**src/rtl/mips_pkg.sv**
```systemverilog
// Shared MIPS decode constants and elaboration helpers for the opcode matcher.
package mips_pkg;

  localparam int DEFAULT_WIDTH = 6;

  localparam logic [5:0] OP_RTYPE = 6'h00;
  localparam logic [5:0] OP_BEQ   = 6'h04;
  localparam logic [5:0] OP_LW    = 6'h23;
  localparam logic [5:0] OP_SW    = 6'h2B;

  // Index width for n entries; a single entry still needs one index bit.
  function automatic int clog2_min1(input int n);
    int w;
    w = 0;
    while ((1 << w) < n) w++;
    return (w < 1) ? 1 : w;
  endfunction

endpackage

```
**src/rtl/pattern_cmp.sv**
```systemverilog
// Masked equality of one pattern entry against the incoming field (combinational).
module pattern_cmp #(
  parameter int WIDTH = 6
) (
  input  logic [WIDTH-1:0] field,
  input  logic [WIDTH-1:0] value,
  input  logic [WIDTH-1:0] mask,
  input  logic             en,
  output logic             hit
);

  logic [WIDTH-1:0] diff;

  assign diff = (field ^ value) & mask;
  assign hit  = en & ~(|diff);

endmodule

```
**src/rtl/opcode_match_unit.sv**
```systemverilog
// Classifies fields against programmable (value, mask) patterns with hit counters.
// One registered stage (latency 1); in_ready drops while a held result is unconsumed.
module opcode_match_unit
  import mips_pkg::*;
#(
  parameter int WIDTH   = DEFAULT_WIDTH,
  parameter int NUM_PAT = 8,
  parameter int IDX_W   = clog2_min1(NUM_PAT),
  parameter int CNT_W   = 16
) (
  input  logic               clk,
  input  logic               rst_n,
  input  logic               cfg_we,
  input  logic [IDX_W-1:0]   cfg_idx,
  input  logic [WIDTH-1:0]   cfg_value,
  input  logic [WIDTH-1:0]   cfg_mask,
  input  logic               cfg_en,
  input  logic               in_valid,
  output logic               in_ready,
  input  logic [WIDTH-1:0]   in_field,
  output logic               out_valid,
  input  logic               out_ready,
  output logic               out_hit,
  output logic [IDX_W-1:0]   out_idx,
  output logic [NUM_PAT-1:0] out_onehot,
  input  logic [IDX_W-1:0]   cnt_sel,
  input  logic               cnt_clr,
  output logic [CNT_W-1:0]   cnt_val
);

  localparam logic [CNT_W-1:0] CNT_MAX = '1;

  logic [WIDTH-1:0]   pat_value [NUM_PAT];
  logic [WIDTH-1:0]   pat_mask  [NUM_PAT];
  logic [NUM_PAT-1:0] pat_en;
  logic [CNT_W-1:0]   cnt_q     [NUM_PAT];

  logic [NUM_PAT-1:0] match;
  logic [IDX_W-1:0]   match_idx;
  logic               accept;
  logic               cfg_ok;
  logic               sel_ok;

  assign in_ready = !out_valid || out_ready;
  assign accept   = in_valid && in_ready;
  assign cfg_ok   = int'(cfg_idx) < NUM_PAT;
  assign sel_ok   = int'(cnt_sel) < NUM_PAT;

  for (genvar g = 0; g < NUM_PAT; g++) begin : g_cmp
    pattern_cmp #(.WIDTH(WIDTH)) u_cmp (
      .field (in_field),
      .value (pat_value[g]),
      .mask  (pat_mask[g]),
      .en    (pat_en[g]),
      .hit   (match[g])
    );
  end

  // Walk from the top down so the lowest matching entry is the one that sticks.
  always_comb begin
    match_idx = '0;
    for (int i = NUM_PAT - 1; i >= 0; i--) begin
      if (match[i]) match_idx = IDX_W'(i);
    end
  end

  // Compares read the pre-edge table, so a same-edge write only affects later inputs.
  always_ff @(posedge clk or negedge rst_n) begin
    if (!rst_n) begin
      pat_en <= '0;
      for (int i = 0; i < NUM_PAT; i++) begin
        pat_value[i] <= '0;
        pat_mask[i]  <= '0;
      end
    end else if (cfg_we && cfg_ok) begin
      pat_value[cfg_idx] <= cfg_value;
      pat_mask[cfg_idx]  <= cfg_mask;
      pat_en[cfg_idx]    <= cfg_en;
    end
  end

  always_ff @(posedge clk or negedge rst_n) begin
    if (!rst_n) begin
      out_valid  <= 1'b0;
      out_hit    <= 1'b0;
      out_idx    <= '0;
      out_onehot <= '0;
    end else if (accept) begin
      out_valid  <= 1'b1;
      out_hit    <= |match;
      out_idx    <= match_idx;
      out_onehot <= match;
    end else if (out_ready) begin
      out_valid  <= 1'b0;
    end
  end

  // Clear outranks a same-edge increment on the selected counter.
  always_ff @(posedge clk or negedge rst_n) begin
    if (!rst_n) begin
      for (int i = 0; i < NUM_PAT; i++) cnt_q[i] <= '0;
    end else begin
      for (int i = 0; i < NUM_PAT; i++) begin
        if (cnt_clr && sel_ok && (int'(cnt_sel) == i)) begin
          cnt_q[i] <= '0;
        end else if (accept && match[i] && (cnt_q[i] != CNT_MAX)) begin
          cnt_q[i] <= cnt_q[i] + CNT_W'(1);
        end
      end
    end
  end

  assign cnt_val = sel_ok ? cnt_q[cnt_sel] : '0;

endmodule

```
**config.mk**
```make
export PLATFORM = sky130hd
export DESIGN_NAME = opcode_match_unit
export DESIGN_NICKNAME = d
export VERILOG_FILES = /design/src/rtl/mips_pkg.sv /design/src/rtl/pattern_cmp.sv /design/src/rtl/opcode_match_unit.sv
export SDC_FILE = /design/constraint.sdc
export NUM_CORES = 1
export LEC_CHECK = 0
export ABC_CLOCK_PERIOD_IN_PS = 8910
export CAP_MARGIN = 20
export CORE_MARGIN = 5
export CORE_UTILIZATION = 65
export CTS_CLUSTER_DIAMETER = 40
export CTS_CLUSTER_SIZE = 14
export DETAILED_ROUTE_END_ITERATION = 12
export PLACE_DENSITY = 0.84
export SLEW_MARGIN = 5
export SYNTH_ARGS = -nofsm -noshare
export SYNTH_HDL_FRONTEND = slang
export SYNTH_SLANG_ARGS = --single-unit
```
**constraint.sdc**
```tcl
create_clock -name clk -period 8.91 [get_ports clk]
set_input_delay 2.2275 -clock clk [delete_from_list [all_inputs] [get_ports clk]]
set_output_delay 2.2275 -clock clk [all_outputs]
set_load 0.03 [all_outputs]
```
==> impl_metrics.csv <==
group,metric,value,unit
clock_tree,cts_setup_buffers,0,
power_and_ir_drop,p_seq_frac,0.419,
final_layout,drive_gt1_frac,0.203,
worst_setup_path,cp.required,6680,ps
timing,rsz0062_at_grt,"no",
synthesis,synth.area.top_cells,"dfrtp_1 48%, mux2_2 11%, xnor2_1 6.4%, mux4_2 5.6%, nor2_1 3.7%",
worst_setup_path,cp_max_fo,22,
synthesis,syn_inst,1170,
detailed_routing,ant_nets,0,
final_layout,utilization,0.763,
clock_tree,root_buffer,"clkbuf_16",
synthesis,synth_flop_cell,"dfrtp_1",
run,maxCapViolCount,0,
worst_setup_path,rr_startpoint,"pat_value[10]",
worst_setup_path,worstPathCellList,"clkdlybuf4s50_1 > mux2_2 > clkdlybuf4s50_1",
power_and_ir_drop,clockPowerShare,0.419,
synthesis,netlist_area,12800,um2
final_layout,fin_nets,1255,
floorplanning,rows,51,
detailed_routing,vias_per_cell,6.41,
worst_setup_path,start_kind,"input pin",
floorplanning,core,19500,um2
timing,tightest_slew,1110,ps
grt,antenna_found_initial,1,
synthesis,synth_area_per_cell,11.0,um2
worst_setup_path,worst_setup_path_end_kind,"output port",
detailed_routing,routed_wl,32900,um
synthesis,synth_top_area_share,0.478,
timing,finalCritPeriodShare,0.746,
floorplanning,die_h,150,um
grt,grt_max_degree,123,
detailed_routing,dr.first_iter.drc_count,958,
grt,groute.usage.overall,0.302,
floorplanning,io_pins,61,
final_layout,n_fill_cell,1212,
power_and_ir_drop,pwr-share-comb,0.162,
timing,maxSlewViolCount,0,
timing,relSlewSlack,0.259,
worst_setup_path,crit_start,"cnt_sel[2]",
worst_setup_path,path_class,"input pin to output port",
grt,grt-ovfl-total,0,
power_and_ir_drop,power.switching,0.000932,W
timing,max_clock_freq,0.150,GHz
synthesis,syn_nets,1209,
status,status,"finished clean",
clock_tree,ctsResizeCount,0,
clock_tree,clkTransAtPathRegs,60,ps
timing,fin_crit,6640,ps
floorplanning,die_w,150,um
synthesis,yosysSeqAreaShare,0.478,
final_layout,antenna_cells,0,
detailed_routing,vias,9653,
synthesis,ys_warn_count,0,
power_and_ir_drop,p_int,0.00245,W
clock_tree,cts_tree,"done",
synthesis,yosys.cell_types.count,52,
detailed_routing,wire_per_inst,21.9,um
floorplanning,die-area,22600,um2
clock_tree,cts_hold_buf,0,
worst_setup_path,r2r_cells,6,
detailed_routing,dr.pass1.iters,6,
worst_setup_path,slowest_stage,"clkdlybuf4s50_1",
grt,grt_pass1_vias,9771,
min_path,hold-path-cell-count,2,
clock_tree,worstSkewPairLatency,500,ps
final_layout,area_growth,15.9,%
floorplanning,initial_core_util,0.659,
grt,grt_pass1_wl,52800,um
synthesis,async_flop_share,1.00,
timing,hold_violations,0,
place,place.gp.congestion,0.948,
detailed_routing,drc,0,
worst_setup_path,slowest_delay,1130,ps
synthesis,synth-seq-cells,245,
min_path,hp-class,"flop to flop",
power_and_ir_drop,peakVddDrop,0.244,mV
place,hpwl,22400,um
timing,setup_viol,0,
final_layout,fin_area,14900,um2
clock_tree,cts_made_buffers,34,
clock_tree,clockBufferDepth,3,
clock_tree,clock_sinks,245,
power_and_ir_drop,power_density,228,nW/um2
worst_setup_path,cp.arrival,4420,ps
timing,tns,0,ps
timing,skew,15.6,ps
place,port_buffers,60,
synthesis,synth-edff-count,0,
worst_setup_path,cp_common_cell,"clkdlybuf4s50_1",
place,placed_area,13600,um2
min_path,hp-start,"out_onehot[7]",
clock_tree,cts.htree.levels,2,
power_and_ir_drop,p_leak,6.28,nW
synthesis,yosysTopAreaCell,"dfrtp_1",
power_and_ir_drop,switching_share,0.276,
==> metal layers <==
layer / up-vias / track usage / routed length, um
met5: - / 0 / 11
met4: 2 / 0.172 / 2090
met3: 141 / 0.0608 / 2530
met2: 464 / 0.487 / 15900
met1: 4756 / 0.382 / 12500
li1: 4290 / - / -
==> metrics by stage <==
step	worst slack, ps	hold slack (ps)	power, W	cells
CTS	2110	483	0.00339	1502
detailed placement	2120	464	0.00197	1441
global route	2210	512	0.00351	1506
global placement	2190	461	0.00194	1441
floorplan	2700	473	0.00175	1170
finish	2270	478	0.00338	1506
==> power groups by stage <==
stage          combinational [W]  clock [W]  sequential (W)
2_1_floorplan           0.000336          0         0.00141
3_3_place_gp            0.000519          0         0.00142
3_5_place_dp            0.000539          0         0.00143
4_1_cts                 0.000549    0.00143         0.00141
5_1_grt                 0.000601    0.00148         0.00143
6_report                0.000547    0.00142         0.00142
==> registers in the layout (all words and copies together), names as in the netlist <==
register,flops
cnt_q,128
out_hit,1
out_idx,3
out_onehot,8
out_valid,1
pat_en,8
pat_mask,48
pat_value,48
==> final timing paths <==
path	endpoint	slack, ps
setup / recovery	cnt_val[0]	2270
hold / removal	out_onehot[7]	480
setup reg to reg	cnt_q[31]	5700
hold reg to reg	out_onehot[7]	480
max in group asynchronous	cnt_q[110]	5630
min in group asynchronous	cnt_q[41]	1800
==> cells in the final DEF, fill, tap and decap left out, types with 13 or more instances in the layout <==
master           Yosys  routed
xnor2_1             93      93
nand2_1             69      69
a21oi_1             25      25
nor3b_1             15      13
nor3_1              55      51
nor2_1             126     126
clkbuf_16            0      37
nand4_1             30      30
and3_1              28      28
inv_1               17      17
xor2_1              49      49
dfrtp_1            245     245
clkdlybuf4s50_1      0      58
o21ai_0             14      14
mux2_2             123     123
mux4_2              32      32
nor4_1              24      24
nand3_1             45      45
==> kinds of logic after synthesis <==
group | count (synthesis) | share of synthesized area
flops | 245 | 0.478
xor+xnor | 142 | 0.0970
buf+inv | 80 | 0.0243
compound gates | 89 | 0.0474
mux | 159 | 0.167
fa+ha+maj | 8 | 0.00781
simple gates | 447 | 0.178
==> cells in the mapped netlist (all sizes together) (4+ instances only) <==
library cell	instances
mux4	32
ha	8
nor2	126
nand2	69
xnor2	93
nor3b	15
and4	11
clkbuf	55
a31o	8
a222oi	7
and2	8
nand4	30
a21oi	25
nand3	45
nor4b	4
mux2	123
inv	17
nand2b	10
a22oi	9
o21ai	14
a21o	4
nor2b	5
mux2i	4
nor4	26
and3	28
dfrtp	245
buf	8
xor2	49
nor3	56
a21boi	7
==> area by class of cell <==
class                   instances  area [um2]  area share
inverters                      17        63.8     0.00429
multi-input cells             845        6400       0.431
clock inverters                18         214      0.0144
well taps                     265         332      0.0223
clock buffers                  43         998      0.0672
repair buffers                 73         716      0.0482
flip-flops and latches        245        6130       0.413
==> critical path, delay by kind of cell <==
kind,cells,cell delay (ps)
multiplexers,1,450
buffers and inverters,2,1740
Note: power is estimated with default switching activity, not from simulation.
